==> config.mk <==
export PLATFORM = sky130hd
export DESIGN_NAME = io_seg_queue
export DESIGN_NICKNAME = d
export VERILOG_FILES = /design/src/rtl/io_seg_queue.sv
export SDC_FILE = /design/constraint.sdc
export NUM_CORES = 2
export LEC_CHECK = 0
export ABC_AREA = 1
export CAP_MARGIN = 20
export CORE_MARGIN = 2
export CORE_UTILIZATION = 62
export CTS_CLUSTER_DIAMETER = 200
export CTS_CLUSTER_SIZE = 40
export DETAILED_ROUTE_END_ITERATION = 8
export HOLD_SLACK_MARGIN = 0.1
export PLACE_DENSITY = 0.8
export SLEW_MARGIN = 0
export SYNTH_ARGS = -nofsm -noshare
export SYNTH_HDL_FRONTEND = slang
export SYNTH_SLANG_ARGS = --single-unit
==> constraint.sdc <==
create_clock -name clk -period 5.2 [get_ports clk]
set_input_delay 0.52 -clock clk [delete_from_list [all_inputs] [get_ports clk]]
set_output_delay 0.52 -clock clk [all_outputs]
set_load 0.005 [all_outputs]
==> src/rtl/io_seg_queue.sv <==
// Memory-mapped seven-segment message queue: bus pushes display words into a
// circular buffer, each word is shown for DWELL cycles; includes a blink countdown.
module io_seg_queue #(
  parameter int unsigned DEPTH      = 32,
  parameter int unsigned DATA_W     = 24,
  parameter int unsigned DWELL      = 100_000_000,
  parameter logic [31:0] SEG_ADDR   = 32'hFFFF_FC00,
  parameter logic [31:0] STAT_ADDR  = 32'hFFFF_FC04,
  parameter logic [31:0] CTRL_ADDR  = 32'hFFFF_FC08,
  parameter logic [31:0] BLINK_ADDR = 32'hFFFF_FC0C
) (
  input  logic              clk,
  input  logic              rst,
  input  logic              IOWrite,
  input  logic              IORead,
  input  logic [31:0]       ALU_result,
  input  logic [31:0]       Read_data_2,
  output logic [31:0]       io_rdata,
  output logic              io_hit,
  output logic [DATA_W-1:0] IO_seg_out,
  output logic              seg_valid,
  output logic              IO_blink_out,
  output logic              q_full,
  output logic              q_empty
);

  localparam int unsigned PTR_W = $clog2(DEPTH);
  localparam int unsigned CNT_W = PTR_W + 1;
  localparam logic [CNT_W-1:0] FULL_CNT = CNT_W'(DEPTH);
  localparam logic [31:0]      DWELL_LD = 32'(DWELL - 1);

  typedef enum logic {S_IDLE, S_SHOW} state_e;

  state_e            state_q, state_d;
  logic [DATA_W-1:0] mem_q [DEPTH];
  logic [PTR_W-1:0]  head_q, head_d, tail_q, tail_d, head_nx_c;
  logic [CNT_W-1:0]  count_q, count_d;
  logic              ovf_q, ovf_d, pause_q, pause_d, pend_q, pend_d;
  logic [31:0]       dwell_q, dwell_d, blink_q, blink_d;
  logic [DATA_W-1:0] seg_q, seg_d;
  logic              valid_q, valid_d, blink_on_q, full_q, empty_q;
  logic              seg_wr_c, ctrl_wr_c, blink_wr_c, flush_c, pop_c, push_c;
  logic [DATA_W-1:0] wdata_c;

  always_comb begin
    seg_wr_c   = IOWrite && (ALU_result == SEG_ADDR);
    ctrl_wr_c  = IOWrite && (ALU_result == CTRL_ADDR);
    blink_wr_c = IOWrite && (ALU_result == BLINK_ADDR);
    flush_c    = ctrl_wr_c && Read_data_2[0];
    wdata_c    = Read_data_2[DATA_W-1:0];
    head_nx_c  = head_q + PTR_W'(1);
    pop_c      = (state_q == S_SHOW) && !pause_q && (dwell_q == '0) && !flush_c;
    push_c     = seg_wr_c && !flush_c && ((count_q != FULL_CNT) || pop_c);
  end

  // Queue bookkeeping, display FSM and blink countdown
  always_comb begin
    state_d = state_q;
    head_d  = head_q;
    tail_d  = tail_q;
    count_d = count_q;
    ovf_d   = ovf_q;
    pause_d = pause_q;
    dwell_d = dwell_q;
    seg_d   = seg_q;
    valid_d = valid_q;
    pend_d  = (count_q != '0);
    blink_d = blink_q;

    if (push_c) begin
      tail_d = tail_q + PTR_W'(1);
    end
    if (pop_c) begin
      head_d = head_nx_c;
    end
    if (push_c && !pop_c) begin
      count_d = count_q + CNT_W'(1);
    end else if (pop_c && !push_c) begin
      count_d = count_q - CNT_W'(1);
    end

    if (seg_wr_c && !push_c && !flush_c) begin
      ovf_d = 1'b1;
    end
    if (ctrl_wr_c) begin
      if (Read_data_2[1]) begin
        ovf_d = 1'b0;
      end
      pause_d = Read_data_2[2];
    end

    // The pending flag delays the first load one cycle after the count goes nonzero
    unique case (state_q)
      S_IDLE: begin
        seg_d   = '0;
        valid_d = 1'b0;
        if (pend_q && (count_q != '0)) begin
          seg_d   = mem_q[head_q];
          valid_d = 1'b1;
          dwell_d = DWELL_LD;
          state_d = S_SHOW;
        end
      end
      S_SHOW: begin
        if (pop_c) begin
          if ((count_q > CNT_W'(1)) || push_c) begin
            // With one entry left, the same-cycle push becomes the new head
            seg_d   = (count_q > CNT_W'(1)) ? mem_q[head_nx_c] : wdata_c;
            dwell_d = DWELL_LD;
          end else begin
            seg_d   = '0;
            valid_d = 1'b0;
            state_d = S_IDLE;
          end
        end else if (!pause_q) begin
          dwell_d = dwell_q - 32'd1;
        end
      end
      default: state_d = S_IDLE;
    endcase

    if (flush_c) begin
      count_d = '0;
      head_d  = tail_q;
      state_d = S_IDLE;
      seg_d   = '0;
      valid_d = 1'b0;
      pend_d  = 1'b0;
    end

    if (blink_wr_c) begin
      blink_d = Read_data_2;
    end else if (blink_q != '0) begin
      blink_d = blink_q - 32'd1;
    end
  end

  always_ff @(posedge clk or posedge rst) begin
    if (rst) begin
      state_q    <= S_IDLE;
      head_q     <= '0;
      tail_q     <= '0;
      count_q    <= '0;
      ovf_q      <= 1'b0;
      pause_q    <= 1'b0;
      pend_q     <= 1'b0;
      dwell_q    <= '0;
      blink_q    <= '0;
      seg_q      <= '0;
      valid_q    <= 1'b0;
      blink_on_q <= 1'b0;
      full_q     <= 1'b0;
      empty_q    <= 1'b1;
    end else begin
      state_q    <= state_d;
      head_q     <= head_d;
      tail_q     <= tail_d;
      count_q    <= count_d;
      ovf_q      <= ovf_d;
      pause_q    <= pause_d;
      pend_q     <= pend_d;
      dwell_q    <= dwell_d;
      blink_q    <= blink_d;
      seg_q      <= seg_d;
      valid_q    <= valid_d;
      blink_on_q <= (blink_d != '0);
      full_q     <= (count_d == FULL_CNT);
      empty_q    <= (count_d == '0);
    end
  end

  // Storage carries no reset; occupancy is tracked by the pointers and count
  always_ff @(posedge clk) begin
    if (push_c) begin
      mem_q[tail_q] <= wdata_c;
    end
  end

  always_comb begin
    io_hit   = 1'b0;
    io_rdata = '0;
    if (IORead) begin
      if (ALU_result == STAT_ADDR) begin
        io_hit   = 1'b1;
        io_rdata = {16'h0, 8'(count_q), 5'h0, ovf_q, full_q, empty_q};
      end else if (ALU_result == CTRL_ADDR) begin
        io_hit   = 1'b1;
        io_rdata = {29'h0, pause_q, 2'b00};
      end else if (ALU_result == BLINK_ADDR) begin
        io_hit   = 1'b1;
        io_rdata = blink_q;
      end
    end
  end

  assign IO_seg_out   = seg_q;
  assign seg_valid    = valid_q;
  assign IO_blink_out = blink_on_q;
  assign q_full       = full_q;
  assign q_empty      = empty_q;

endmodule

==> run metrics <==
total of max-cap violations 0; Die ar. 75000 um^2; PD cells 227 nW/um^2; number of I/O pins 129; hold_ws 0.125 ns; Yosys top cell by area sky130_fd_sc_hd__edfxtp_1; count of buffers inserted at the top-level ports 128; detailed placement HPWL 86900 um; fin crit share 0.744; clock buffer depth 3; register-to-register setup slack 1.33 ns; maximum number of pins on one net before global-route repair 191; initial DRC count 6583; area overhead of the layout relative to synthesis 6.06%; startpoint types flip-flop; unrepaired setup endpoints after global routing false; Vert. Die Dim 274 um; normalized max-slew margin 0.233; Ys Warns 0; die width 274 um; number of global-route vias before repair 37200; PostCTS Resize Cnt 0; transition time at the pin with the least slew margin 1.15 ns; largest fanout on the critical path 97; source of the worst register-to-register timing path head_q[0]; logic depth of the worst register-to-register path 10; most frequent cell after synthesis sky130_fd_sc_hd__nand2_1; num rows 98; Area contributors post-synth sky130_fd_sc_hd__edfxtp_1, sky130_fd_sc_hd__nand2_1, sky130_fd_sc_hd__nand3_1, sky130_fd_sc_hd__dfrtp_1, sky130_fd_sc_hd__o21ai_0; nets in the synthesized netlist 5067; overall routing resource usage 0.381; proportion of netlist area held by the largest area contributor 0.511; initial antenna violation count 4; clock tree from TritonCTS built; CTS Hold Buffers Added 0; Peak Freq 258 MHz; Synth Register Bits 880; path category of the worst min-delay check in -> async; ratio of cells with drive above 1 in the final layout 0.0437; total via count in the routed design 39100; Worst Skew 0.0240 ns; final setup TNS 0 ns; top post-synthesis cells by count sky130_fd_sc_hd__nand2_1, sky130_fd_sc_hd__nand3_1, sky130_fd_sc_hd__edfxtp_1; clock buffer count from CTS 25; total grt overflow 0; max-slew violation count 0; hold violation count in the final report 0; commonest register cell after synthesis sky130_fd_sc_hd__edfxtp_1; final weighted congestion in routability-driven placement 0.950; maximum level of the CTS H-tree 1; post-detailed-route via-to-cell ratio 6.68; Critical Path RT 5.79 ns; Synth Cell Area 45100 um^2; number of nets in the layout 4956; clock latency on the worst-skew pair 0.65 ns; standby leakage power 0.0179 uW; initial core utilization 0.629; critical setup path kind reg -> reg; wire length of the first global-routing pass 218000 um; share of synthesized registers carrying an async set or reset 0.127; first drt pass iteration count 7; antenna violation net count after detailed routing 0; synthesized instance count 4986; Post-synth EDFFs 768; core outline area 71700 um^2; Synth Area per Inst 9.05 um^2; share of synthesized area occupied by flip-flops and latches 0.573; post-detailed-route wirelength per cell 24.8 um; maximum resistive drop on vdd 0.208 mV; root buf cell sky130_fd_sc_hd__clkbuf_16; arrival time reported for the critical path endpoint 4.46 ns; number of setup buffers added after CTS 0; status finished clean; reg-to-reg endpoint IO_seg_out[12]; crit end category flip-flop; minimum period implied by the final worst setup slack 3.87 ns; Final setup viols 0; final routed DRC violation total 0; fill count 5597; CTS clk-pin slew, worst paths 0.15 ns; post-synth cell types 47; clk sinks 880; final wirelength 145000 um
[layout make-up]
cell class	instances	area, um^2	area share
Inverter	227	880	0.0184
Multi-Input combinational cell	3523	17100	0.357
Sequential cell	880	25900	0.541
Clock buffer	45	701	0.0146
Timing Repair Buffer	218	2130	0.0444
Antenna cell	1	2.50	0.0000523
Tap cell	950	1190	0.0248
[report_power, final]
group	switching, uW	total (uW)	internal [uW]
clock network	2050	2980	933
logic	171	233	61.9
registers	0.00364	7670	7670
total	2220	10900	8670
[how the worst max path moves through the flow]
stage,slack (ns),endpoint,startpoint
after floorplan,1.43,mem_q[23][0],ALU_result[17]
after global placement,1.22,mem_q[2][18],ALU_result[18]
after detailed placement,1.18,mem_q[1][15],ALU_result[16]
final,1.33,IO_seg_out[12],head_q[0]
after CTS,1.52,io_rdata[15],ALU_result[16]
after global routing,1.20,IO_seg_out[10],head_q[0]
[flip-flops by register name, summed over array words and instances (netlist names), 5 cells and up]
signal,cells
IO_seg_out,24
mem_q,768
blink_q,32
dwell_q,32
head_q,5
tail_q,5
count_q,6
[per-layer routing]
layer	routed length, um	share of wire	global-route usage
met1	51000	0.35	0.506
met2	65300	0.45	0.593
met3	20300	0.14	0.0873
met4	7940	0.055	0.189
met5	103	0.00071	0.00834
[cells in the final DEF (no fill, tap or decap), types with 28 or more instances in the layout]
cell type,instances
sky130_fd_sc_hd__nor2_4,33
sky130_fd_sc_hd__dfrtp_1,107
sky130_fd_sc_hd__xor2_1,28
sky130_fd_sc_hd__o221ai_1,91
sky130_fd_sc_hd__edfxtp_1,768
sky130_fd_sc_hd__nor2_1,398
sky130_fd_sc_hd__o21ai_1,57
sky130_fd_sc_hd__o22ai_1,67
sky130_fd_sc_hd__a21oi_1,232
sky130_fd_sc_hd__buf_4,77
sky130_fd_sc_hd__nand2_1,1190
sky130_fd_sc_hd__o211ai_1,83
sky130_fd_sc_hd__nand3_1,791
sky130_fd_sc_hd__inv_1,210
sky130_fd_sc_hd__o21ai_0,372
sky130_fd_sc_hd__nor3_1,37
sky130_fd_sc_hd__clkdlybuf4s50_1,128
[worst max-delay path: stages (launching register included)]
cell	delay [ns]
sky130_fd_sc_hd__dfrtp_4	0.77
sky130_fd_sc_hd__inv_8	0.55
sky130_fd_sc_hd__buf_4	0.76
sky130_fd_sc_hd__o21ai_0	0.19
sky130_fd_sc_hd__o22ai_1	0.21
sky130_fd_sc_hd__o21ai_0	0.10
sky130_fd_sc_hd__o211ai_1	0.60
sky130_fd_sc_hd__nand3_1	0.14
sky130_fd_sc_hd__o21ai_1	0.11
sky130_fd_sc_hd__nand2_1	0.09
sky130_fd_sc_hd__nand2_1	0.07
[through the flow]
stage	power, uW	instances	setup WS, ns	area, um^2	utilization
2_1_floorplan	7850	4986	1.43	45100	-
3_3_place_gp	8050	5797	1.22	47100	0.657
3_5_place_dp	8050	5797	1.18	47100	0.657
4_1_cts	10800	5842	1.52	47800	0.667
5_1_grt	11100	5844	1.20	47900	0.667
6_report	10900	5844	1.33	47900	0.667
[cell families after synthesis]
logic type	after synthesis	share of synthesized area
AOI/OAI and AO/OA	932	0.119
xor gates and xnor gates	45	0.00923
adders and majority gates	13	0.00360
buffers and inverters	583	0.0549
DFF	880	0.573
and+or+nand+nor	2533	0.240
(Power assumes the default switching activity.)
